File: src/rtl/spam_console_fifo_pkg.sv
// Shared SPAM bus constants, console register map and status layout.
// Imported by the console FIFO interface, byte FIFO and top level.
package spam_console_fifo_pkg;

  localparam int SPAM_DID_HI  = 3;
  localparam int SPAM_ADDR_HI = 15;
  localparam int SPAM_DATA_HI = 31;

  localparam logic [SPAM_DID_HI:0] SPAM_DID_CONSOLE = 4'h2;

  localparam logic [1:0] SPAM_CIO_REG_DATA   = 2'd0;
  localparam logic [1:0] SPAM_CIO_REG_STATUS = 2'd1;

  typedef enum logic [1:0] {
    REG_DATA   = SPAM_CIO_REG_DATA,
    REG_STATUS = SPAM_CIO_REG_STATUS,
    REG_RSVD2  = 2'd2,
    REG_RSVD3  = 2'd3
  } cio_reg_e;

  typedef struct packed {
    logic       rx_ovf;
    logic       tx_ovf;
    logic       tx_full;
    logic       rx_empty;
    logic [7:0] tx_cnt;
    logic [7:0] rx_cnt;
  } cio_status_t;

  // A 256-deep FIFO reads back 255 when full; tx_full tells them apart.
  function automatic logic [7:0] cnt8(input logic [8:0] c);
    return c[8] ? 8'hFF : c[7:0];
  endfunction

endpackage

File: src/rtl/spam_console_fifo_if.sv
// SPAM request/response plus system-side byte streams of the console.
// slave = console device, master = CPU bus and terminal side.
interface spam_console_fifo_if;
  import spam_console_fifo_pkg::*;

  logic                  spamo_valid;
  logic                  spamo_r_nw;
  logic [SPAM_DID_HI:0]  spamo_did;
  logic [SPAM_ADDR_HI:0] spamo_addr;
  logic [SPAM_DATA_HI:0] spamo_data;
  logic                  cio__spami_busy_b;
  logic [SPAM_DATA_HI:0] cio__spami_data;
  logic [7:0]            sys_tx_data;
  logic                  sys_tx_valid;
  logic                  sys_tx_ready;
  logic [7:0]            sys_rx_data;
  logic                  sys_rx_valid;
  logic                  sys_rx_ready;

  modport slave (
    input  spamo_valid, spamo_r_nw, spamo_did,
    input  spamo_addr, spamo_data,
    output cio__spami_busy_b, cio__spami_data,
    output sys_tx_data, sys_tx_valid,
    input  sys_tx_ready,
    input  sys_rx_data, sys_rx_valid,
    output sys_rx_ready
  );

  modport master (
    output spamo_valid, spamo_r_nw, spamo_did,
    output spamo_addr, spamo_data,
    input  cio__spami_busy_b, cio__spami_data,
    input  sys_tx_data, sys_tx_valid,
    output sys_tx_ready,
    output sys_rx_data, sys_rx_valid,
    input  sys_rx_ready
  );

endinterface

File: src/rtl/spam_console_fifo_byte_fifo.sv
// Byte FIFO with registered count and combinational head data.
// Push into a full FIFO succeeds only alongside a valid pop.
module spam_byte_fifo #(
  parameter int DEPTH = 16,
  parameter int CW    = $clog2(DEPTH) + 1
) (
  input  logic          clk,
  input  logic          rst_b,
  input  logic          i_push,
  input  logic [7:0]    i_data,
  input  logic          i_pop,
  output logic [7:0]    o_data,
  output logic          o_full,
  output logic          o_empty,
  output logic [CW-1:0] o_count
);

  localparam int AW = CW - 1;

  logic [7:0]    r_mem [DEPTH];
  logic [AW-1:0] r_wr;
  logic [AW-1:0] r_rd;
  logic [CW-1:0] r_cnt;

  logic w_pop;
  logic w_push;

  assign o_empty = (r_cnt == '0);
  assign o_full  = (r_cnt == CW'(DEPTH));
  assign o_count = r_cnt;
  assign o_data  = r_mem[r_rd];

  assign w_pop  = i_pop && !o_empty;
  assign w_push = i_push && (!o_full || w_pop);

  always_ff @(posedge clk) begin
    if (w_push) r_mem[r_wr] <= i_data;
  end

  always_ff @(posedge clk) begin
    if (!rst_b) begin
      r_wr  <= '0;
      r_rd  <= '0;
      r_cnt <= '0;
    end else begin
      if (w_push) r_wr <= r_wr + 1'b1;
      if (w_pop)  r_rd <= r_rd + 1'b1;
      unique case ({w_push, w_pop})
        2'b10:   r_cnt <= r_cnt + 1'b1;
        2'b01:   r_cnt <= r_cnt - 1'b1;
        default: r_cnt <= r_cnt;
      endcase
    end
  end

endmodule

File: src/rtl/spam_console_fifo.sv
// SPAM console slave: TX/RX byte FIFOs, status/control, sticky overflows.
// Responses are registered one cycle after the request edge.
module spam_console_fifo
  import spam_console_fifo_pkg::*;
#(
  parameter int                   DEPTH = 16,
  parameter logic [SPAM_DID_HI:0] DID   = SPAM_DID_CONSOLE,
  parameter int                   CW    = $clog2(DEPTH) + 1
) (
  input logic                clk,
  input logic                rst_b,
  spam_console_fifo_if.slave bus
);

  logic          w_sel;
  cio_reg_e      w_idx;
  logic          w_wr_data;
  logic          w_rd_data;
  logic          w_wr_ctrl;
  logic          w_tx_pop;
  logic          w_rx_push;
  logic          w_tx_full;
  logic          w_tx_empty;
  logic          w_rx_full;
  logic          w_rx_empty;
  logic [CW-1:0] w_tx_cnt;
  logic [CW-1:0] w_rx_cnt;
  logic [7:0]    w_rx_head;
  logic [31:0]   w_rdata;
  cio_status_t   w_stat;
  logic          w_unused;

  logic          r_run;
  logic          r_tx_ovf;
  logic          r_rx_ovf;
  logic          r_busy_b;
  logic [31:0]   r_data;

  assign w_sel     = bus.spamo_valid && (bus.spamo_did == DID);
  assign w_idx     = cio_reg_e'(bus.spamo_addr[3:2]);
  assign w_wr_data = w_sel && !bus.spamo_r_nw && (w_idx == REG_DATA);
  assign w_rd_data = w_sel && bus.spamo_r_nw && (w_idx == REG_DATA);
  assign w_wr_ctrl = w_sel && !bus.spamo_r_nw && (w_idx == REG_STATUS);

  assign bus.sys_tx_valid = !w_tx_empty;
  assign bus.sys_rx_ready = r_run && !w_rx_full;

  assign w_tx_pop  = bus.sys_tx_valid && bus.sys_tx_ready;
  assign w_rx_push = bus.sys_rx_valid && bus.sys_rx_ready;

  assign w_unused = &{1'b0, bus.spamo_addr[SPAM_ADDR_HI:4],
                      bus.spamo_addr[1:0], bus.spamo_data[SPAM_DATA_HI:8]};

  spam_byte_fifo #(.DEPTH(DEPTH), .CW(CW)) u_tx (
    .clk     (clk),
    .rst_b   (rst_b),
    .i_push  (w_wr_data),
    .i_data  (bus.spamo_data[7:0]),
    .i_pop   (w_tx_pop),
    .o_data  (bus.sys_tx_data),
    .o_full  (w_tx_full),
    .o_empty (w_tx_empty),
    .o_count (w_tx_cnt)
  );

  spam_byte_fifo #(.DEPTH(DEPTH), .CW(CW)) u_rx (
    .clk     (clk),
    .rst_b   (rst_b),
    .i_push  (w_rx_push),
    .i_data  (bus.sys_rx_data),
    .i_pop   (w_rd_data),
    .o_data  (w_rx_head),
    .o_full  (w_rx_full),
    .o_empty (w_rx_empty),
    .o_count (w_rx_cnt)
  );

  always_comb begin
    w_stat          = '0;
    w_stat.rx_cnt   = cnt8(9'(w_rx_cnt));
    w_stat.tx_cnt   = cnt8(9'(w_tx_cnt));
    w_stat.rx_empty = w_rx_empty;
    w_stat.tx_full  = w_tx_full;
    w_stat.tx_ovf   = r_tx_ovf;
    w_stat.rx_ovf   = r_rx_ovf;
  end

  always_comb begin
    w_rdata = '0;
    unique case (w_idx)
      REG_DATA:   w_rdata = w_rx_empty ? 32'h0 : {23'h0, 1'b1, w_rx_head};
      REG_STATUS: w_rdata = {12'h0, w_stat};
      REG_RSVD2:  w_rdata = '0;
      REG_RSVD3:  w_rdata = '0;
    endcase
  end

  // Set beats clear when both land in the same cycle.
  always_ff @(posedge clk) begin
    if (!rst_b) begin
      r_run    <= 1'b0;
      r_tx_ovf <= 1'b0;
      r_rx_ovf <= 1'b0;
      r_busy_b <= 1'b0;
      r_data   <= '0;
    end else begin
      r_run <= 1'b1;
      if (w_wr_data && w_tx_full && !w_tx_pop)
        r_tx_ovf <= 1'b1;
      else if (w_wr_ctrl && bus.spamo_data[0])
        r_tx_ovf <= 1'b0;
      if (bus.sys_rx_valid && !bus.sys_rx_ready)
        r_rx_ovf <= 1'b1;
      else if (w_wr_ctrl && bus.spamo_data[0])
        r_rx_ovf <= 1'b0;
      r_busy_b <= w_sel;
      r_data   <= (w_sel && bus.spamo_r_nw) ? w_rdata : '0;
    end
  end

  assign bus.cio__spami_busy_b = r_busy_b;
  assign bus.cio__spami_data   = r_data;

endmodule

File: src/flat_wrapper.sv
// flat-port wrapper written by rule: the top's interface ports become plain ports
module spam_console_fifo_flat import spam_console_fifo_pkg::*;
#(
  parameter int                   DEPTH = 16,
  parameter logic [SPAM_DID_HI:0] DID   = SPAM_DID_CONSOLE,
  parameter int                   CW    = $clog2(DEPTH) + 1
)
  (clk, rst_b, bus_spamo_valid, bus_spamo_r_nw, bus_spamo_did, bus_spamo_addr, bus_spamo_data, bus_cio__spami_busy_b, bus_cio__spami_data, bus_sys_tx_data, bus_sys_tx_valid, bus_sys_tx_ready, bus_sys_rx_data, bus_sys_rx_valid, bus_sys_rx_ready);
  spam_console_fifo_if bus_i ();
  input logic clk;
  input logic rst_b;
  input wire logic [$bits(bus_i.spamo_valid)-1:0] bus_spamo_valid;
  input wire logic [$bits(bus_i.spamo_r_nw)-1:0] bus_spamo_r_nw;
  input wire logic [$bits(bus_i.spamo_did)-1:0] bus_spamo_did;
  input wire logic [$bits(bus_i.spamo_addr)-1:0] bus_spamo_addr;
  input wire logic [$bits(bus_i.spamo_data)-1:0] bus_spamo_data;
  output wire logic [$bits(bus_i.cio__spami_busy_b)-1:0] bus_cio__spami_busy_b;
  output wire logic [$bits(bus_i.cio__spami_data)-1:0] bus_cio__spami_data;
  output wire logic [$bits(bus_i.sys_tx_data)-1:0] bus_sys_tx_data;
  output wire logic [$bits(bus_i.sys_tx_valid)-1:0] bus_sys_tx_valid;
  input wire logic [$bits(bus_i.sys_tx_ready)-1:0] bus_sys_tx_ready;
  input wire logic [$bits(bus_i.sys_rx_data)-1:0] bus_sys_rx_data;
  input wire logic [$bits(bus_i.sys_rx_valid)-1:0] bus_sys_rx_valid;
  output wire logic [$bits(bus_i.sys_rx_ready)-1:0] bus_sys_rx_ready;
  assign bus_i.spamo_valid = bus_spamo_valid;
  assign bus_i.spamo_r_nw = bus_spamo_r_nw;
  assign bus_i.spamo_did = bus_spamo_did;
  assign bus_i.spamo_addr = bus_spamo_addr;
  assign bus_i.spamo_data = bus_spamo_data;
  assign bus_cio__spami_busy_b = bus_i.cio__spami_busy_b;
  assign bus_cio__spami_data = bus_i.cio__spami_data;
  assign bus_sys_tx_data = bus_i.sys_tx_data;
  assign bus_sys_tx_valid = bus_i.sys_tx_valid;
  assign bus_i.sys_tx_ready = bus_sys_tx_ready;
  assign bus_i.sys_rx_data = bus_sys_rx_data;
  assign bus_i.sys_rx_valid = bus_sys_rx_valid;
  assign bus_sys_rx_ready = bus_i.sys_rx_ready;
  spam_console_fifo #(.DEPTH(DEPTH), .DID(DID), .CW(CW)) u_core (.clk(clk), .rst_b(rst_b), .bus(bus_i));
endmodule
File: config.mk
export PLATFORM = sky130hd
export DESIGN_NAME = spam_console_fifo_flat
export DESIGN_NICKNAME = d
export VERILOG_FILES = /design/src/rtl/spam_console_fifo_pkg.sv /design/src/rtl/spam_console_fifo_if.sv /design/src/rtl/spam_console_fifo_byte_fifo.sv /design/src/rtl/spam_console_fifo.sv /design/src/flat_wrapper.sv
export SDC_FILE = /design/constraint.sdc
export NUM_CORES = 1
export LEC_CHECK = 0
export BUFFER_PORTS_ARGS = -buffer_cell sky130_fd_sc_hd__buf_2
export CAP_MARGIN = 0
export CORE_UTILIZATION = 59
export CTS_BUF_LIST = sky130_fd_sc_hd__clkbuf_16
export DETAILED_ROUTE_END_ITERATION = 12
export PLACE_DENSITY_LB_ADDON = 0.05
export SYNTH_ARGS = -nofsm -noshare
export SYNTH_HDL_FRONTEND = slang
export SYNTH_SLANG_ARGS = --single-unit
File: constraint.sdc
create_clock -name clk -period 4.2 [get_ports clk]
set_input_delay 0.84 -clock clk [delete_from_list [all_inputs] [get_ports clk]]
set_output_delay 0.84 -clock clk [all_outputs]
set_load 0.02 [all_outputs]
==> run summary <==
Post-synthesis to final-layout area growth -> 11.7%
Min-Delay Path Class -> flop to flop
Number of flops mapped to enable cells by yosys -> 256
Worst slew margin relative to its limit -> 19.4%
Master cell of the clock root buffer -> sky130_fd_sc_hd__clkbuf_16
Number of vias per cell -> 5.92
Post-synth top flop -> sky130_fd_sc_hd__edfxtp_1
Total wire length -> 22.5 mm
Detailed-routing iteration count for the pre-antenna-repair pass -> 5
Total power draw -> 5.99 mW
Fin nets -> 837
Count of final setup violators -> 0
Core Region -> 0.0205 mm^2
Endpoint type of the worst setup path -> output pin
Number of standard cells after synthesis -> 681
Leakage component of the power -> 4.70 nW
Share of the yosys chip area belonging to registers -> 70.4%
Wire per inst -> 21.5 um
Clock buffer depth -> 3
DP Wirelength -> 14.3 mm
Number of buffers inserted for hold repair after clock tree synthesis -> 0
Max-cap check violation count -> 0
Height of the die -> 147 um
Number of storage elements in the synthesis netlist -> 311
Buffers & Inverters on Critical Path -> 2
Area of the mapped netlist -> 0.0125 mm^2
Max stage delay on crit path -> 0.63 ns
Critical Path, Cell by Cell -> buf_4 > mux4_2 > mux4_2 > buf_2
Number of design-rule violations left by the first detailed-router iteration -> 453
Share of the cycle needed by the critical path after routing -> 83.4%
Clk pin slew, worst setup/hold paths -> 0.06 ns
Number of antenna violations at the first check in global routing -> 0
Total die area -> 0.0217 mm^2
Actual slew at the worst max-slew pin -> 1.21 ns
Weighted congestion reported at the end of routability-driven placement -> 0.794
Result of the run -> finished clean
GRT Overall Usage -> 21.5%
Cell Count Post-Placement -> 990
Most frequent CP cell -> sky130_fd_sc_hd__mux4_2
Number of H-tree branching levels -> 1
Via count of the first global-routing pass -> 6279
Number of nets still failing antenna checks after routing -> 0
Clock tree from TritonCTS -> yes
Fraction of registers with async set or reset after synthesis -> 0%
Standard cell with the maximum stage delay on the critical path -> sky130_fd_sc_hd__mux4_2
Number of antenna cells inserted -> 0
Largest net degree at the start of global routing -> 42
Final Max Tran Viols -> 0
Average cell area after synthesis -> 18.3 um^2
Via count -> 6195
First-pass GRT wire length -> 35.1 mm
Count of cell types in the netlist -> 54
Critical path startpoint category -> flop
Grt total ovfl -> 0
Required @ worst endpoint -> 3.36 ns
Layout Cells excl Fill -> 1047
Critical path's top delay family -> multiplexers
Final setup TNS -> 0 ns
Number of clock sinks -> 311
Hold Violations, Final -> 0
Post-CTS setup repair buffer count -> 0
Initial core utilization -> 60.9%
Highest ir drop seen on vdd -> 0.000376 V
Post-route clock skew -> 0.0152 ns
Worst Path Max Fanout -> 32
Maximum operating frequency -> 0.285 GHz
Final worst hold slack -> 0.499 ns
Share of post-route cells with drive strength above 1 -> 23.8%
Boundary Pins -> 109
Unrepaired setup endpoints after global routing -> false
Die X -> 147 um
Detailed-route DRC error count -> 0
Gates resized, CTS repair -> 0
Latest clock arrival within the worst-skew pair -> 0.55 ns
Count of warnings emitted by yosys -> 0
PwrDens -> 430 mW/mm^2
Number of buffers created by CTS -> 31
Setup Crit Path Kind -> flop to output pin
Number of rows created at floorplan -> 52
Data arrival time of the critical path -> 2.66 ns
Crit path time final -> 3.50 ns
Quantity of I/O buffers inserted on ports -> 55
kinds of logic after synthesis:
family	Yosys count	share of synthesized area (%)
compound gates	44	2.60
buf+inv	63	2.75
fa+ha+maj	18	1.87
flops	311	70.4
xor+xnor	17	1.19
mux	83	14.9
other cells	1	0.0301
simple gates	144	6.24
registers in the layout, summed over array words and instances (netlist names), 4 cells and up, named ones only:
signal,count
u_core.u_tx.r_mem,128
u_core.u_rx.r_wr,4
u_core.u_tx.r_rd,4
u_core.u_rx.r_rd,4
u_core.bus.cio__spami_data,17
u_core.u_rx.r_mem,128
u_core.u_rx.o_count,5
u_core.u_tx.o_count,5
u_core.u_tx.r_wr,4
synth_stat cells, drive strengths merged, types with 2 or more instances:
cell / instances / area [um^2]
and2: 18 / 113
nand3b: 2 / 15.0
nand4b: 2 / 17.5
nand4: 4 / 25.0
nand3: 9 / 45.0
nand2: 23 / 86.3
ha: 17 / 213
a21boi: 2 / 15.0
dfxtp: 55 / 1100
nor3b: 4 / 30.0
nor3: 10 / 50.1
a22oi: 3 / 22.5
mux2i: 6 / 72.6
nand2b: 10 / 62.6
inv: 12 / 45.0
nor4b: 3 / 26.3
a21oi: 10 / 50.1
nor4: 2 / 18.8
nor2: 31 / 116
o21ai: 5 / 25.0
buf: 30 / 218
clkbuf: 21 / 80.1
mux4: 77 / 1790
and3: 12 / 75.1
a21o: 2 / 15.0
a32o: 5 / 50.1
xor2: 5 / 43.8
o211ai: 2 / 15.0
o21a: 2 / 22.5
xnor2: 12 / 105
edfxtp: 256 / 7690
or3: 2 / 12.5
a211oi: 8 / 70.1
nor2b: 9 / 56.3
final timing paths:
path	from	endpoint	slack, ns	depth (start not counted)
worst max-delay path	flop	bus_sys_tx_data[3]	0.70	4
worst min-delay path	u_core.r_rx_ovf	u_core.bus.cio__spami_data[19]	0.50	1
worst max register to register	u_core.u_rx.o_count[1]	u_core.u_rx.o_count[2]	1.15	10
worst min register to register	u_core.r_rx_ovf	u_core.bus.cio__spami_data[19]	0.50	1
worst register-to-register path, cell delays in order (launching register included):
cell and delay [ns]:
sky130_fd_sc_hd__dfxtp_1 0.51, sky130_fd_sc_hd__nor4_2 0.15, sky130_fd_sc_hd__a211oi_2 0.64, sky130_fd_sc_hd__inv_1 0.15, sky130_fd_sc_hd__ha_1 0.36, sky130_fd_sc_hd__xor2_1 0.20, sky130_fd_sc_hd__ha_1 0.25, sky130_fd_sc_hd__a21oi_1 0.17
sky130_fd_sc_hd__xor2_1 0.10, sky130_fd_sc_hd__or3_1 0.31, sky130_fd_sc_hd__a21boi_0 0.15
routing by layer:
metal	up-vias	routed length, um	share of wire [%]	GRT usage [%]
met5	-	0	0	0
met4	0	627	2.8	6.75
met3	40	1060	4.7	3.49
met2	171	11500	51	36.9
met1	3175	9330	41	28.4
li1	2809	-	-	-
power by group:
part | switching, mW | leakage, nW | internal (mW)
Combinational | 0.0904 | 1.46 | 0.0426
Sequential | 0.00682 | 2.75 | 3.34
Clock | 1.08 | 0.493 | 1.43
layout make-up:
cell class	instances	area, um^2
Clock buffer	32	801
Inverter	12	45.0
Tap cell	270	338
Timing Repair Buffer	76	433
Clock inverter	25	136
Multi-Input combinational cell	321	3400
Fill cell	1355	6550
Sequential cell	311	8790
per-stage QoR:
| step | cell area [um^2] | utilization [%] | setup slack [ns] |
|---|---|---|---|
| 2_1_floorplan | 12500 | - | 0.909 |
| 3_3_place_gp | 13000 | 63.5 | 0.693 |
| 3_5_place_dp | 13000 | 63.5 | 0.578 |
| 4_1_cts | 13900 | 68.0 | 0.634 |
| 5_1_grt | 13900 | 68.0 | 0.531 |
| 6_report | 13900 | 68.0 | 0.696 |
placed cells by master (no fill, tap or decap), types with 3 or more instances in the layout:
| master | instances |
|---|---|
| sky130_fd_sc_hd__nand3_1 | 9 |
| sky130_fd_sc_hd__nor2_1 | 31 |
| sky130_fd_sc_hd__nor3_1 | 10 |
| sky130_fd_sc_hd__buf_4 | 21 |
| sky130_fd_sc_hd__buf_2 | 55 |
| sky130_fd_sc_hd__and2_1 | 18 |
| sky130_fd_sc_hd__edfxtp_1 | 256 |
| sky130_fd_sc_hd__nand2_1 | 23 |
| sky130_fd_sc_hd__inv_1 | 21 |
| sky130_fd_sc_hd__nor3b_1 | 4 |
| sky130_fd_sc_hd__a211oi_1 | 6 |
| sky130_fd_sc_hd__clkinv_2 | 4 |
| sky130_fd_sc_hd__nand4_1 | 4 |
| sky130_fd_sc_hd__ha_1 | 17 |
| sky130_fd_sc_hd__nand2b_1 | 10 |
| sky130_fd_sc_hd__conb_1 | 15 |
| sky130_fd_sc_hd__xnor2_1 | 12 |
| sky130_fd_sc_hd__nor2b_1 | 9 |
| sky130_fd_sc_hd__and3_1 | 12 |
| sky130_fd_sc_hd__a21oi_1 | 10 |
| sky130_fd_sc_hd__a32o_1 | 5 |
| sky130_fd_sc_hd__dfxtp_1 | 54 |
| sky130_fd_sc_hd__mux2i_1 | 5 |
| sky130_fd_sc_hd__clkbuf_16 | 32 |
| sky130_fd_sc_hd__clkinv_1 | 8 |
| sky130_fd_sc_hd__xor2_1 | 5 |
| sky130_fd_sc_hd__mux4_1 | 14 |
| sky130_fd_sc_hd__o21ai_0 | 5 |
| sky130_fd_sc_hd__nor4b_1 | 3 |
| sky130_fd_sc_hd__a22oi_1 | 3 |
| sky130_fd_sc_hd__mux4_2 | 63 |
Note: power is estimated with default switching activity, not from simulation.
